[src/rtl/zeroriscy_axi_ss_bridge.sv]
// Single-outstanding AXI4-Lite slave to req/gnt/rvalid peripheral bridge.
// Optional macro SS_TIMEOUT_EN aborts peripheral accesses that stall for TIMEOUT_CYC cycles.
module zeroriscy_axi_ss_bridge #(
  parameter int unsigned NUM_SLV     = 2,
  parameter logic [31:0] SLV_BASE    = 32'h9A10_0000,
  parameter int unsigned SLV_SHIFT   = 8,
  parameter int unsigned TIMEOUT_CYC = 255
) (
  input  logic               clk,
  input  logic               reset,
  input  logic [31:0]        s_awaddr,
  input  logic               s_awvalid,
  output logic               s_awready,
  input  logic [31:0]        s_wdata,
  input  logic [3:0]         s_wstrb,
  input  logic               s_wvalid,
  output logic               s_wready,
  output logic [1:0]         s_bresp,
  output logic               s_bvalid,
  input  logic               s_bready,
  input  logic [31:0]        s_araddr,
  input  logic               s_arvalid,
  output logic               s_arready,
  output logic [31:0]        s_rdata,
  output logic [1:0]         s_rresp,
  output logic               s_rlast,
  output logic               s_rvalid,
  input  logic               s_rready,
  output logic               ss_req,
  output logic [NUM_SLV-1:0] ss_sel,
  output logic               ss_we,
  output logic [3:0]         ss_be,
  output logic [31:0]        ss_addr,
  output logic [31:0]        ss_wdata,
  input  logic               ss_gnt,
  input  logic               ss_rvalid,
  input  logic               ss_err,
  input  logic [31:0]        ss_rdata,
  output logic [1:0]         dbg_state
);
  localparam int unsigned IDX_W   = (NUM_SLV > 1) ? $clog2(NUM_SLV) : 1;
  localparam int unsigned TAG_LSB = SLV_SHIFT + IDX_W;
  localparam logic [IDX_W:0] NUM_SLV_W = NUM_SLV[IDX_W:0];

  typedef enum logic [1:0] {IDLE, REQ, WAIT, RESP} state_e;

  state_e             state_q;
  logic               wr_prio_q, is_wr_q;
  logic               bvalid_q, rvalid_q, req_q, we_q;
  logic [1:0]         resp_q;
  logic [31:0]        rdata_q, addr_q, wdata_q;
  logic [3:0]         be_q;
  logic [NUM_SLV-1:0] sel_q;

  // Handshakes: a transfer happens on a rising edge where valid and ready are both 1;
  // valid and its payload never drop or change before that edge.
  logic        wr_elig, rd_elig, pick_wr, acc_wr, acc_rd, acc_hit, tmo;
  logic [31:0] acc_addr;
  logic [IDX_W-1:0] acc_idx;
  assign wr_elig   = s_awvalid & s_wvalid;
  assign rd_elig   = s_arvalid;
  assign pick_wr   = wr_elig & (~rd_elig | wr_prio_q);
  assign acc_wr    = (state_q == IDLE) & pick_wr;
  assign acc_rd    = (state_q == IDLE) & rd_elig & ~pick_wr;
  assign s_awready = acc_wr;
  assign s_wready  = acc_wr;
  assign s_arready = acc_rd;
  assign acc_addr  = acc_wr ? s_awaddr : s_araddr;
  assign acc_idx   = acc_addr[SLV_SHIFT +: IDX_W];
  assign acc_hit   = (acc_addr[31:TAG_LSB] == SLV_BASE[31:TAG_LSB]) && ({1'b0, acc_idx} < NUM_SLV_W);

`ifdef SS_TIMEOUT_EN
  localparam int unsigned CNT_W = $clog2(TIMEOUT_CYC + 1);
  logic [CNT_W-1:0] cnt_q;
  assign tmo = (cnt_q == CNT_W'(TIMEOUT_CYC - 1));
  always_ff @(posedge clk or posedge reset) begin
    if (reset)                                   cnt_q <= '0;
    else if (state_q == REQ || state_q == WAIT)  cnt_q <= cnt_q + 1'b1;
    else                                         cnt_q <= '0;
  end
`else
  logic unused_tmo_cfg;
  assign unused_tmo_cfg = |TIMEOUT_CYC;
  assign tmo = 1'b0;
`endif

  // Completion is only honoured in WAIT or in the cycle the grant lands.
  logic        fin;
  logic [1:0]  fin_resp;
  logic [31:0] fin_rdata;
  always_comb begin
    fin       = 1'b0;
    fin_resp  = 2'b00;
    fin_rdata = '0;
    if (((state_q == REQ && ss_gnt) || state_q == WAIT) && ss_rvalid) begin
      fin       = 1'b1;
      fin_resp  = ss_err ? 2'b10 : 2'b00;
      fin_rdata = is_wr_q ? 32'h0 : ss_rdata;
    end else if ((state_q == REQ || state_q == WAIT) && tmo) begin
      fin      = 1'b1;
      fin_resp = 2'b10;
    end
  end

  always_ff @(posedge clk or posedge reset) begin
    if (reset) begin
      state_q <= IDLE; wr_prio_q <= 1'b1; is_wr_q <= 1'b0;
      bvalid_q <= 1'b0; rvalid_q <= 1'b0; req_q <= 1'b0; we_q <= 1'b0;
      resp_q <= 2'b00; rdata_q <= '0; addr_q <= '0; wdata_q <= '0;
      be_q <= '0; sel_q <= '0;
    end else begin
      case (state_q)
        IDLE: if (acc_wr | acc_rd) begin
          if (wr_elig & rd_elig) wr_prio_q <= ~acc_wr;
          is_wr_q <= acc_wr;
          addr_q  <= acc_addr;
          wdata_q <= acc_wr ? s_wdata : 32'h0;
          be_q    <= acc_wr ? s_wstrb : 4'hF;
          we_q    <= acc_wr;
          sel_q   <= acc_hit ? (NUM_SLV'(1) << acc_idx) : '0;
          if (acc_hit) begin
            req_q   <= 1'b1;
            state_q <= REQ;
          end else begin
            resp_q   <= 2'b11;
            rdata_q  <= '0;
            bvalid_q <= acc_wr;
            rvalid_q <= acc_rd;
            state_q  <= RESP;
          end
        end
        REQ, WAIT: if (fin) begin
          req_q    <= 1'b0;
          resp_q   <= fin_resp;
          rdata_q  <= fin_rdata;
          bvalid_q <= is_wr_q;
          rvalid_q <= ~is_wr_q;
          state_q  <= RESP;
        end else if (state_q == REQ && ss_gnt) begin
          req_q   <= 1'b0;
          state_q <= WAIT;
        end
        RESP: if ((is_wr_q & s_bready) | (~is_wr_q & s_rready)) begin
          bvalid_q <= 1'b0;
          rvalid_q <= 1'b0;
          state_q  <= IDLE;
        end
        default: state_q <= IDLE;
      endcase
    end
  end

  assign s_bvalid  = bvalid_q;
  assign s_bresp   = resp_q;
  assign s_rvalid  = rvalid_q;
  assign s_rresp   = resp_q;
  assign s_rdata   = rdata_q;
  assign s_rlast   = rvalid_q;
  assign ss_req    = req_q;
  assign ss_sel    = sel_q;
  assign ss_we     = we_q;
  assign ss_be     = be_q;
  assign ss_addr   = addr_q;
  assign ss_wdata  = wdata_q;
  assign dbg_state = state_q;
endmodule

[config.mk]
export PLATFORM = sky130hd
export DESIGN_NAME = zeroriscy_axi_ss_bridge
export DESIGN_NICKNAME = d
export VERILOG_FILES = /design/src/rtl/zeroriscy_axi_ss_bridge.sv
export SDC_FILE = /design/constraint.sdc
export NUM_CORES = 1
export LEC_CHECK = 0
export BUFFER_PORTS_ARGS = -buffer_cell sky130_fd_sc_hd__buf_2
export CAP_MARGIN = 10
export CORE_MARGIN = 5
export CORE_UTILIZATION = 45
export CTS_CLUSTER_SIZE = 25
export DETAILED_ROUTE_END_ITERATION = 7
export GPL_ROUTABILITY_DRIVEN = 1
export GPL_TIMING_DRIVEN = 0
export HOLD_SLACK_MARGIN = 0.06
export PLACE_DENSITY = 0.79
export SLEW_MARGIN = 40
export SYNTH_ARGS = -nofsm -noshare
export SYNTH_HDL_FRONTEND = slang
export SYNTH_SLANG_ARGS = --single-unit
[constraint.sdc]
create_clock -name clk -period 5.85 [get_ports clk]
set_input_delay 0.2925 -clock clk [delete_from_list [all_inputs] [get_ports clk]]
set_output_delay 0.2925 -clock clk [all_outputs]
set_load 0.1 [all_outputs]
# Yosys cells after proc, flatten, opt, wreduce, memory -nomap -nowiden
# Index checks and enable logic that the tools add are counted.
# classes
eq_ne,10
shifts,1
muxes,37
bitwise_logic,15
n_reduce_logical,12
# op_table
cell,n
2-to-1 mux 32 bit,7
one-hot mux 32 bit (2 select lines),1
"equality test 23 bit, second input constant",1
2-to-1 mux 2 bit,11
2-to-1 mux 1 bit,12
AND reduction 4 bit,3
AND 1 bit,8
"inequality test 2 bit, second input constant",4
one-hot mux 1 bit (3 select lines),2
one-hot mux 2 bit (3 select lines),1
AND reduction 3 bit,2
"equality test 2 bit, second input constant",2
2-to-1 mux 4 bit,1
inverter 1 bit,4
one-hot mux 2 bit (2 select lines),1
"inequality test 3 bit, second input constant",1
OR 1 bit,3
"equality test 2 x 1 -> 1 bit, second input constant",1
logical AND 1 bit,2
zero test 2 bit,1
"inequality test 2 x 1 -> 1 bit, second input constant",1
one-hot mux 1 bit (2 select lines),1
AND reduction 2 bit,1
nonzero test 2 bit,1
3 further kinds,3
# word_totals
ff_bits,111
inputBits,142
output_inout_bits,116
elab_cells,87

# Depth between registers and ports, before layout
# depth
word_depth,9
depth_mapped,10
mapped_depth_nobuf,8

# Worst setup path before layout
# OpenSTA, ideal clock, no wires.
# synth_timing
path_kind,reg-to-output
from,"register state_q[1], in the netlist dbg_state[1]"
to,output port s_wready
arrival_time_ns,3.248
required_time_ns,5.558
path_slack_ns,2.310
stages_incl_launch_ff,8
path_buffers,3
cell_sequence,dfrtp_1 inv_1 ha_1 nand3_2 inv_2 buf_2 clkbuf_1 buf_4
# synth_between
elab_chain_len,2
# synth_rtl
item,line,source
start: declaration,47,state_e state_q;
start signal: assignment,107,state_q <= IDLE; wr_prio_q <= 1'b1; is_wr_q <= 1'b0;
start signal: assignment,123,state_q <= REQ;
start signal: assignment,129,state_q <= RESP;
zero test 2 bit,63,assign acc_wr = (state_q == IDLE) & pick_wr;
AND 1 bit,63,
end: declaration,17,"output logic s_wready,"
# Every way passes these cells.

# Worst setup path after layout
# Ends and elaborated chain as after synthesis.

==> results.md <==
* Via count at 4,866
* Die Wd at 115 um
* Global router's overall resource usage at about a quarter
* Layout cells sized above 1 at roughly two fifths
* Worst endpoint data arrival time at 2.93 ns
* Die area at 13,300 um^2
* CP required at 5.56 ns
* Met2 Usage GRT at 39.5%
* Fin Setup TNS at 0 ns
* Io pins at 258
* Post-synth EDFFs at 0
* Most Crowded Layer GR: met2
* Final setup violation count at 0
* Layout Skew at 0.0138 ns
* Asr flop ratio synth at 100%
* P&R area growth vs syn at 34.7%
* Total CTS buffers at 9
* Total gr overflow at 0
* CTS tree: built
* Die height at about 120 um
* Count leader, synth: dfrtp_1
* Register area share after synthesis at 55.5%
* Final HPWL DP at between 10,000 and 15,000 um
* Worst setup EP type: primary output
* # rows at 38
* Core box area at 10,900 um^2
* Max clock buf depth at 2
* Final Wtd Congestion at 0.957
* Routed WL at approximately 16,000 um
* Root Driver: clkbuf_8
* Worst-Margin Slew at between 0.5 and 0.6 ns
* Final ANT Viol Nets at 0
* Detailed-route DRC error count at 0
* Max-cap violations at 0
* RSZ-0062 raised after global routing: no
* Top post-synthesis cells by count: 110 x dfrtp_1, 102 x nand2_1, 63 x nor2_1
* Yosys cell types at 52
* Met1 usage at 28.6%
* Worst Setup Path Type: flip-flop to primary output
* CTS Sinks at 111
* Clock Latency Late Sink at about 0.37 ns
* DRT Pass-1 Iters at 5
* First-pass GRT wire length at 24,500 um
* Drt first-iter violations at 331
* Crit path max fanout at 11
* CP Launch Type: flip-flop
* Synthesized net count at approximately 640
* Largest net degree at the start of global routing at 66
* Cell taking the most area after synthesis: dfrtp_1
* Gates resized, CTS repair at 0
* Area of the mapped netlist at 5010 um^2
* Ys flop type: dfrtp_1
* Yosys warns at 0
* Min-delay worst type: input pin to flip-flop
* Avg WL per Cell at 17.5 um
* Port bufs at 257
* Post-Syn Instances at 491
* Synthesized area per cell at 10.2 um^2
* Post-synth top area share at 55.0%
* CTS H-tree lvls at 3
* # nets final at slightly above 900
* Slew headroom at 64.1%
* Clk pin slew, worst setup/hold paths at 0.11 ns
* Max Fclk at just over 0.3 GHz
* Period utilization at between 50% and 60%
* Initial antenna violation count at 1
* Met3 Use GR at roughly 5.7%
* Status: finished, final reports clean
* Synth top area cells: dfrtp_1 55%, nand2_1 7.6%, a22o_1 5.8%
* Via density at 5.36
* Count of state elements after synthesis at 111
* Number of global-route vias before repair at 4,969
* Final hold vios at 0
* Initial core utilization at 46.0%
* Fin. max-slew vios at 0
* Min Clock Period, post-route at 3.22 ns
-- path summary, 6_finish.rpt --
kind | start | endpoint | slack [ns] | cells past startpoint
max | dbg_state[1]$_DFFE_PP0P_ | s_wready | 2.63 | 8
min | s_araddr[0] | ss_addr[0]$_DFFE_PP0P_ | 0.14 | 3
max reg2reg | dbg_state[0]$_DFFE_PP0P_ | dbg_state[0]$_DFFE_PP0P_ | 3.13 | 9
min reg2reg | ss_addr[1]$_DFFE_PP0P_ | ss_addr[1]$_DFFE_PP0P_ | 0.47 | 2
max in group asynchronous | reset | wr_prio_q$_DFFE_PP1P_ | 4.76 | 4
min in group asynchronous | reset | s_rdata[2]$_DFFE_PP0P_ | 0.44 | 3
-- worst max-delay path, cell delays in order, from the launching register on --
cell	delay, ns
dfrtp_1	0.42
inv_1	0.12
ha_1	0.29
nand3_2	0.26
inv_2	0.17
buf_2	0.26
clkbuf_1	0.43
buf_4	0.19
buf_2	0.41
-- sequential cells by signal, summed over array words and instances (netlist names) --
| name | cells |
|---|---|
| s_rdata | 32 |
| s_rlast | 1 |
| ss_wdata | 32 |
| ss_addr | 32 |
| ss_be | 4 |
| ss_we | 1 |
| wr_prio_q | 1 |
| s_bresp | 2 |
| ss_req | 1 |
| ss_sel | 2 |
| dbg_state | 2 |
| s_bvalid | 1 |
-- metrics by stage --
step | std cells | hold slack [ns] | worst slack (ns) | util (%) | cell area (um^2)
global route | 907 | 0.128 | 2.38 | 62.0 | 6750
CTS | 906 | 0.120 | 2.59 | 61.9 | 6740
global placement | 888 | 0.450 | 1.44 | 59.4 | 6470
floorplan | 491 | 0.421 | 2.31 | - | 5010
finish | 907 | 0.142 | 2.63 | 62.0 | 6750
detailed placement | 889 | 0.309 | 3.00 | 59.7 | 6500
-- final cells by class --
class                   instances  area [um^2]
diodes                          1         2.50
clock buffers                  11          151
plain buffers                  35          183
well taps                     140          175
clock inverters                 5         78.8
inverters                       7         33.8
multi-input cells             338         2020
fillers                       945         4140
repair buffers                259         1320
flip-flops and latches        111         2780
-- placed cells by master (no fill, tap or decap), types with 2 or more instances in the layout --
master,instances
nor2_1,63
o2bb2ai_1,29
nand4_1,3
nor2b_1,2
nor4_1,3
mux2i_1,2
o21ba_2,2
buf_1,5
buf_6,4
nand2_1,102
nand2b_1,3
a22o_1,33
dfrtp_1,110
buf_4,4
clkinv_2,2
a21oi_1,11
a31oi_1,25
buf_2,262
nand4b_1,2
nand3_1,4
or4_1,2
o22a_1,4
bufinv_16,2
clkbuf_8,11
and2_1,5
a21o_1,2
clkbuf_1,17
ha_1,4
inv_1,4
nand3_2,2
a22oi_1,10
nor3_1,3
o21ai_0,3
-- logic make-up after synthesis --
kind of cell / Yosys count / synth area share (%)
fa+ha+maj: 4 / 1.00
buf+inv: 42 / 4.17
flops: 111 / 55.5
mux: 3 / 0.625
xor+xnor: 1 / 0.175
compound gates: 131 / 21.3
simple gates: 199 / 17.2
-- routing by layer --
metal	up-vias	part of all wire [%]
li1	2279	-
met1	2312	39
met2	245	49
met3	30	9.4
met4	0	2.6
met5	-	0
-- timing repair --
action / CTS / global route
hold buffers: 1 / 0
setup buffers: 0 / 0
endpoints found under the hold margin: 46 / 0
Power is left out: the tool's default activity adds up to more than one toggle a clock period on the data nets, which glitch-free logic cannot reach.
